$ cat config.mk
export PLATFORM = sky130hd
export DESIGN_NAME = mem_bus_decoder
export DESIGN_NICKNAME = d
export VERILOG_FILES = /design/src/rtl/mem_bus_decoder.sv
export SDC_FILE = /design/constraint.sdc
export NUM_CORES = 1
export LEC_CHECK = 0
export CORE_AREA = 10 10 116 118
export CTS_CLUSTER_DIAMETER = 100
export CTS_CLUSTER_SIZE = 25
export DETAILED_ROUTE_END_ITERATION = 7
export DIE_AREA = 0 0 126 128
export PLACE_DENSITY = 0.7
export SLEW_MARGIN = 30
export SYNTH_ARGS = -nofsm -noshare
export SYNTH_HDL_FRONTEND = slang
export SYNTH_SLANG_ARGS = --single-unit
$ cat constraint.sdc
create_clock -name clk -period 3.8 [get_ports clk]
set_input_delay 0.57 -clock clk [delete_from_list [all_inputs] [get_ports clk]]
set_output_delay 0.57 -clock clk [all_outputs]
set_load 0.005 [all_outputs]
$ cat src/rtl/mem_bus_decoder.sv
// Memory-bus decoder and response mux: base/mask slave map, lowest-index priority,
// stalled-slave watchdog with fault response, and fault address/count capture.
module mem_bus_decoder #(
    parameter int unsigned NUM_SLAVES     = 6,
    parameter int unsigned ADDR_WIDTH     = 32,
    parameter int unsigned DATA_WIDTH     = 32,
    parameter logic [NUM_SLAVES*ADDR_WIDTH-1:0] SLAVE_BASE = '0,
    parameter logic [NUM_SLAVES*ADDR_WIDTH-1:0] SLAVE_MASK = '0,
    parameter int unsigned TIMEOUT_CYCLES = 255
) (
    input  logic                             clk,
    input  logic                             reset,
    input  logic [ADDR_WIDTH-1:0]            address_in,
    input  logic                             read_in,
    input  logic [DATA_WIDTH/8-1:0]          write_mask_in,
    output logic [DATA_WIDTH-1:0]            read_value_out,
    output logic                             ready_out,
    output logic                             fault_out,
    output logic [NUM_SLAVES-1:0]            sel_out,
    input  logic [NUM_SLAVES*DATA_WIDTH-1:0] slave_rdata_in,
    input  logic [NUM_SLAVES-1:0]            slave_ready_in,
    output logic [ADDR_WIDTH-1:0]            fault_addr_out,
    output logic [7:0]                       fault_count_out
);

    localparam int unsigned CntW = (TIMEOUT_CYCLES > 0) ? $clog2(TIMEOUT_CYCLES + 1) : 1;

    typedef enum logic [1:0] {StIdle, StBusy, StTimeout} state_e;

    state_e                  state_q, state_d;
    logic [CntW-1:0]         cnt_q, cnt_d;
    logic [ADDR_WIDTH-1:0]   fault_addr_q;
    logic [7:0]              fault_count_q;

    logic                    req;
    logic [NUM_SLAVES-1:0]   hit, win_oh;
    logic                    any_hit, win_ready, log_fault;
    logic [DATA_WIDTH-1:0]   win_rdata;

    assign req = read_in | (|write_mask_in);

    always_comb begin
        hit = '0;
        for (int i = 0; i < NUM_SLAVES; i++) begin
            hit[i] = (address_in & SLAVE_MASK[i*ADDR_WIDTH +: ADDR_WIDTH]) ==
                     SLAVE_BASE[i*ADDR_WIDTH +: ADDR_WIDTH];
        end
    end

    // Isolate the lowest set bit: overlapping regions resolve to the lowest index.
    assign win_oh    = hit & (~hit + 1'b1);
    assign any_hit   = |hit;
    assign win_ready = |(win_oh & slave_ready_in);

    always_comb begin
        win_rdata = '0;
        for (int i = 0; i < NUM_SLAVES; i++) begin
            if (win_oh[i]) win_rdata = slave_rdata_in[i*DATA_WIDTH +: DATA_WIDTH];
        end
    end

    always_comb begin
        state_d        = state_q;
        cnt_d          = cnt_q;
        sel_out        = '0;
        ready_out      = 1'b0;
        fault_out      = 1'b0;
        read_value_out = '0;
        log_fault      = 1'b0;
        unique case (state_q)
            StIdle, StBusy: begin
                if (!req) begin
                    state_d = StIdle;
                    cnt_d   = '0;
                end else if (!any_hit) begin
                    ready_out = 1'b1;
                    fault_out = 1'b1;
                    log_fault = 1'b1;
                    state_d   = StIdle;
                    cnt_d     = '0;
                end else begin
                    sel_out = win_oh;
                    if (win_ready) begin
                        ready_out      = 1'b1;
                        read_value_out = win_rdata;
                        state_d        = StIdle;
                        cnt_d          = '0;
                    end else if (state_q == StIdle) begin
                        if (TIMEOUT_CYCLES != 0) begin
                            state_d = StBusy;
                            cnt_d   = CntW'(1);
                        end
                    end else if (cnt_q == CntW'(TIMEOUT_CYCLES)) begin
                        state_d = StTimeout;
                    end else begin
                        cnt_d = cnt_q + 1'b1;
                    end
                end
            end
            StTimeout: begin
                ready_out = 1'b1;
                fault_out = 1'b1;
                log_fault = 1'b1;
                state_d   = StIdle;
                cnt_d     = '0;
            end
            default: begin
                state_d = StIdle;
                cnt_d   = '0;
            end
        endcase
    end

    always_ff @(posedge clk or negedge reset) begin
        if (!reset) begin
            state_q       <= StIdle;
            cnt_q         <= '0;
            fault_addr_q  <= '0;
            fault_count_q <= '0;
        end else begin
            state_q <= state_d;
            cnt_q   <= cnt_d;
            if (log_fault) begin
                fault_addr_q <= address_in;
                if (fault_count_q != 8'hFF) fault_count_q <= fault_count_q + 8'd1;
            end
        end
    end

    assign fault_addr_out  = fault_addr_q;
    assign fault_count_out = fault_count_q;

endmodule

==> results.sh, run 1 <==
export IMPL_htreeDepth=2
export IMPL_startpoint_type="primary input"
export IMPL_route_detailed_drc=0
export IMPL_die_area_um2=16100
export IMPL_outcome="finished clean"
export IMPL_synthTopCellsByArea="dfrtp_1, mux2_2, and3_1"
export IMPL_routabilityCongestion=0.715
export IMPL_cts_resized_gates=0
export IMPL_die_h_um=128
export IMPL_drv_cap=0
export IMPL_r2r_slack_ns=1.85
export IMPL_clock_fmax_mhz=334
export IMPL_crit_path_top_delay_cell="clkdlybuf4s50_1"
export IMPL_r2r_start="state_q[0]$_DFFE_PN0P_"
export IMPL_fin_crit_ns=2.99
export IMPL_die_x_um=126
export IMPL_critPathMostFrequentCell="clkdlybuf4s50_1"
export IMPL_grt_pass1_vias=2165
export IMPL_grt_max_degree=37
export IMPL_rr_worst_depth=5
export IMPL_place_hpwl_mm=6.15
export IMPL_cts_tree="done"
export IMPL_io_buffers=146
export IMPL_reg2reg_to="fault_count_out[5]$_DFFE_PN0P_"
export IMPL_antenna_found_initial=0
export IMPL_worst_setup_path_type="in2out"
export IMPL_dr_total_vias=2054
export IMPL_drive_gt1_share_pct=14.2
export IMPL_dr_pass1_iters=4
export IMPL_layout_nets=582
export IMPL_finalSetupTns_ns=0
export IMPL_syn_area_um2=2330
export IMPL_wire_per_inst_um=15.7
export IMPL_cellPowerDensity_nw_per_um2=291
export IMPL_track_usage_pct=8.80
export IMPL_core_um2=11200
export IMPL_initial_core_util_pct=20.8
export IMPL_wl_mm=7.66
export IMPL_multi_input_area_um2=1010
export IMPL_io_pins=317
export IMPL_clock_path_buffers=2
export IMPL_clock_latency_ns=0.28
export IMPL_via_per_inst=4.22
export IMPL_avgSynthCellArea_um2=11.8
export IMPL_yosysTopAreaCellShare_pct=53.7
export IMPL_yosysUniqueCellTypes=30
export IMPL_cp_data_required_time_ns=3.23
export IMPL_yosysSeqAreaShare_pct=53.7
export IMPL_tightest_slew_ns=0.875
export IMPL_syn2layout_area_growth_pct=75.5
export IMPL_cts_sinks=50
export IMPL_hold_slack_ns=0.248
export IMPL_drtIter0Drc=134
export IMPL_path_buf_inv=2
export IMPL_synth_seq_cells=50
export IMPL_maxSlewHeadroom_pct=41.5
export IMPL_min_period_over_period_pct=78.8
export IMPL_cp_cell_sequence="clkdlybuf4s50_1 -> and3_1 -> clkdlybuf4s50_1"
export IMPL_n_antenna_cell=0
export IMPL_leakage_nw=1.82
export IMPL_path_clk_slew_ns=0.07
export IMPL_cts_hold_fix_buffers=0
export IMPL_synthCells=198
export IMPL_hold_path_class="in2async"
export IMPL_ant_nets=0
export IMPL_endpoint_kind="primary output"
export IMPL_peakVddDrop_mv=0.305
export IMPL_gr_total_overflow=0
export IMPL_critical_path_max_fanout=35
export IMPL_num_fill_cells=1134
export IMPL_synth_area_leader_cell="dfrtp_1"
export IMPL_register_area_um2=1250
export IMPL_post_cts_repair_setup_buffers=0
export IMPL_finalMaxSlewViolations=0
export IMPL_grt_pass1_wl_mm=11.9
export IMPL_clock_root_buffer="clkbuf_16"
export IMPL_path_delay_family="buffers and inverters"
export IMPL_cts_buffers=5
export IMPL_setup_viol=0
export IMPL_hold_viol=0
export IMPL_rsz0062_at_grt="false"
export IMPL_cp_arrival_ns=2.42
export IMPL_yosysWarnings=0
export IMPL_cpPeakStageDelay_ns=1.04
export IMPL_rows=39
export IMPL_finClkSkew_ns=0.00449
through the flow:
stage | setup slack (ns) | cell area, um^2 | cells | utilization [%] | total power, mW
final | 0.807 | 4090 | 487 | 36.5 | 1.19
after detailed placement | 0.806 | 3930 | 479 | 35.0 | 0.702
after global routing | 0.676 | 4090 | 487 | 36.5 | 1.25
after CTS | 0.797 | 4090 | 487 | 36.5 | 1.21
after global placement | 0.860 | 3930 | 479 | 35.0 | 0.698
after floorplan | 1.83 | 2350 | 202 | - | 0.578
synth_stat cells:
cell and number:
dfrtp_1 50, mux2_2 34, and3_1 33, nor2_1 9, a21oi_1 7, nand2_1 7, nor3_1 7, nand4_1 6
buf_4 5, clkbuf_1 5, buf_2 4, nand3_1 4, a31oi_1 3, and4_1 3, xnor2_1 3, ha_1 2
mux2i_1 2, nand2b_1 2, a211oi_1 1, a21boi_0 1, a21o_1 1, and3_4 1, buf_6 1, conb_1 1
inv_1 1, mux2_1 1, nand3b_2 1, nor2b_2 1, o21ai_0 1, xor2_1 1
cell families after synthesis:
kind of cell / count (synthesis) / share of synthesized area [%]
simple gates: 74 / 18.4
flops: 50 / 53.7
mux: 37 / 17.8
buf+inv: 16 / 3.92
compound gates: 14 / 3.49
xor+xnor: 4 / 1.50
fa+ha+maj: 2 / 1.07
other cells: 1 / 0.161
routing by layer:
layer	up-vias	part of all wire, %	GRT usage (%)	routed length, um
met5	-	0	0	0
met4	0	0.52	1.61	40
met3	2	6.7	3.27	512
met2	53	55	16.6	4230
met1	1006	38	9.18	2880
li1	993	-	-	-
worst max path at each step:
stage                       from                  to  slack, ns  cells after the start
2_1_floorplan   write_mask_in[1]  read_value_out[10]       1.83                      4
3_3_place_gp   slave_ready_in[0]  read_value_out[24]       0.86                      3
3_5_place_dp   slave_ready_in[0]  read_value_out[24]       0.81                      3
4_1_cts        slave_ready_in[0]  read_value_out[24]       0.80                      3
5_1_grt        slave_ready_in[0]  read_value_out[26]       0.68                      3
6_report       slave_ready_in[0]  read_value_out[11]       0.81                      3
cells in the final DEF (no fill, tap or decap), types with 2 or more instances in the layout:
| master | instances |
|---|---|
| a31oi_1 | 3 |
| nor2_1 | 9 |
| ha_1 | 2 |
| buf_4 | 3 |
| conb_1 | 5 |
| xnor2_1 | 3 |
| and3_1 | 33 |
| a21oi_1 | 6 |
| mux2i_1 | 2 |
| dfrtp_1 | 50 |
| nand3_1 | 4 |
| nand2_1 | 7 |
| mux2_2 | 34 |
| nand4_1 | 6 |
| and4_1 | 3 |
| nand2b_1 | 2 |
| nor3_1 | 7 |
| clkdlybuf4s50_1 | 145 |
| clkbuf_16 | 5 |
power breakdown:
group	switching (mW)	total (mW)	leakage [nW]	internal, mW
combinational	0.0459	0.153	1.05	0.107
sequential	0.00296	0.537	0.694	0.534
clock	0.188	0.499	0.0771	0.311
area by class of cell:
| type | count | share of cell area [%] |
|---|---|---|
| clock inverters | 2 | 0.917 |
| flip-flops and latches | 50 | 30.6 |
| clock buffers | 6 | 3.15 |
| multi-input cells | 136 | 24.7 |
| inverters | 1 | 0.0917 |
| repair buffers | 149 | 36.1 |
| well taps | 143 | 4.37 |
state kept, by name (all words and copies together), names as in the netlist:
register	count
fault_count_out	8
fault_addr_out	32
state_q	2
cnt_q	8
Power figures use the tool's default switching activity.
==> inputs of run 2 (changes only) <==
- CORE_AREA: 10 10 116 118 -> 10 10 114 116
- DIE_AREA: 0 0 126 128 -> 0 0 124 126
- PLACE_DENSITY: 0.7 -> 0.73
- clock period: 3.8 -> 3.1 ns (I/O delays scaled with it)
==> run 2 against run 1 <==
Against the previous run: critical path type unchanged; largest power group unchanged; highest routed layer unchanged; clock-buffer cell count decreased by 1; register-to-register slack worse by 0.52 ns; combinational power rose by 22%; design area shrank 0.61%.
==> results.sh, run 2 (same netlist as run 1, synthesis figures left out) <==
export IMPL_hold_viol=0
export IMPL_via_per_inst=4.24
export IMPL_cp_num_cells=6
export IMPL_path_clk_slew_ns=0.10
export IMPL_gr_total_overflow=0
export IMPL_finalCoreUtilization_pct=38.0
export IMPL_routabilityCongestion=0.758
export IMPL_layout_common_cells="clkdlybuf4s50_1, dfrtp_1, mux2_2"
export IMPL_grt_pass1_wl_mm=12.1
export IMPL_fin_cells=485
export IMPL_htreeDepth=2
export IMPL_fin_crit_ns=2.69
export IMPL_syn2layout_area_growth_pct=74.4
export IMPL_ant_nets=0
export IMPL_path_delay_family="buffers and inverters"
export IMPL_io_buffers=146
export IMPL_rr_worst_depth=3
export IMPL_track_usage_pct=9.62
export IMPL_setup_viol=0
export IMPL_finalPower_mw=1.39
export IMPL_wire_per_inst_um=15.8
export IMPL_grt_pass1_vias=2229
export IMPL_wl_mm=7.66
export IMPL_worst_setup_path_type="in2out"
export IMPL_route_detailed_drc=0
export IMPL_clock_path_buffers=2
export IMPL_crit_path_top_delay_cell="clkdlybuf4s50_1"
export IMPL_cts_tree="done"
export IMPL_dr_pass1_iters=4
export IMPL_min_period_over_period_pct=86.8
export IMPL_drv_cap=0
export IMPL_drive_gt1_share_pct=14.8
export IMPL_cpPeakStageDelay_ns=0.53
export IMPL_clock_fmax_mhz=372
export IMPL_die_x_um=124
export IMPL_cts_resized_gates=0
export IMPL_n_antenna_cell=0
export IMPL_peakVddDrop_mv=0.244
export IMPL_cts_sinks=50
export IMPL_cellPowerDensity_nw_per_um2=342
export IMPL_finalMaxSlewViolations=0
export IMPL_antenna_found_initial=0
export IMPL_startpoint_type="primary input"
export IMPL_critical_path_max_fanout=34
export IMPL_hold_path_class="in2async"
export IMPL_core_um2=10700
export IMPL_finalSetupTns_ns=0
export IMPL_post_cts_repair_setup_buffers=0
export IMPL_endpoint_kind="primary output"
export IMPL_dp_cells=477
export IMPL_outcome="finished clean"
export IMPL_hold_slack_ns=0.229
export IMPL_drtIter0Drc=38
export IMPL_final_common_cell="clkdlybuf4s50_1"
export IMPL_path_buf_inv=3
export IMPL_cts_hold_fix_buffers=0
export IMPL_rows=38
export IMPL_cp_arrival_ns=2.23
export IMPL_die_h_um=126
export IMPL_cts_buffers=5
export IMPL_initial_core_util_pct=21.8
export IMPL_dr_total_vias=2058
export IMPL_cp_data_required_time_ns=2.63
export IMPL_rsz0062_at_grt="false"
export IMPL_cp_cell_sequence="clkdlybuf4s50_1 -> nor3_1 -> a21oi_2 -> buf_4 -> and3_1 -> clkdlybuf4s50_1"
export IMPL_maxSlewHeadroom_pct=47.6
export IMPL_place_hpwl_mm=6.18
export IMPL_critPathMostFrequentCell="clkdlybuf4s50_1"
export IMPL_tightest_slew_ns=0.787
export IMPL_leakage_nw=1.81
export IMPL_grt_max_degree=37
export IMPL_io_pins=317
export IMPL_layout_nets=583
export IMPL_largest_reg_flops=32
export IMPL_finClkSkew_ns=0.0110
export IMPL_clock_root_buffer="clkbuf_8"
export IMPL_die_area_um2=15600
export IMPL_clock_latency_ns=0.30
==> run 2: metal layers <==
layer / share of wire, % / track usage, % / vias to the layer above
met4: 1.0 / 2.64 / 0
li1: - / - / 994
met1: 35 / 10.0 / 999
met2: 56 / 17.9 / 57
met3: 7.6 / 2.90 / 8
met5: 0 / 0 / -
==> run 2: final timing paths <==
check / from / end / slack [ns]
setup / recovery: write_mask_in[1] / read_value_out[9] / 0.41
hold / removal: reset / fault_addr_out[21]$_DFFE_PN0P_ / 0.23
setup reg to reg: state_q[0]$_DFFE_PN0P_ / fault_addr_out[13]$_DFFE_PN0P_ / 1.33
hold reg to reg: fault_addr_out[6]$_DFFE_PN0P_ / fault_addr_out[6]$_DFFE_PN0P_ / 0.51
max in group asynchronous: reset / fault_count_out[3]$_DFFE_PN0P_ / 2.17
min in group clk: fault_addr_out[6]$_DFFE_PN0P_ / fault_addr_out[6]$_DFFE_PN0P_ / 0.51
==> run 2: stage by stage <==
step	cell area [um^2]	setup WS, ns
finish	4070	0.408
detailed placement	3930	0.404
CTS	4070	0.397
global placement	3930	0.423
global route	4070	0.299
floorplan	2350	1.34
==> run 2: layout make-up <==
type                            instances  area [um^2]
Clock buffer                            5         68.8
Clock inverter                          3         68.8
Fill cell                            1037         6630
Inverter                                1         3.75
Multi-Input combinational cell        136         1010
Sequential cell                        50         1250
Tap cell                              140          175
Timing Repair Buffer                  150         1490
==> run 2: power breakdown <==
group          total (mW)  internal, mW  switching (mW)
Sequential          0.658         0.654         0.00389
Combinational       0.187         0.132          0.0553
Clock               0.546         0.323           0.223
Total                1.39          1.11           0.282
==> run 2: worst register-to-register path: stages, from the launching register on <==
cell,delay [ns]
dfrtp_1,0.45
nor2b_4,0.45
buf_4,0.39
mux2_2,0.39
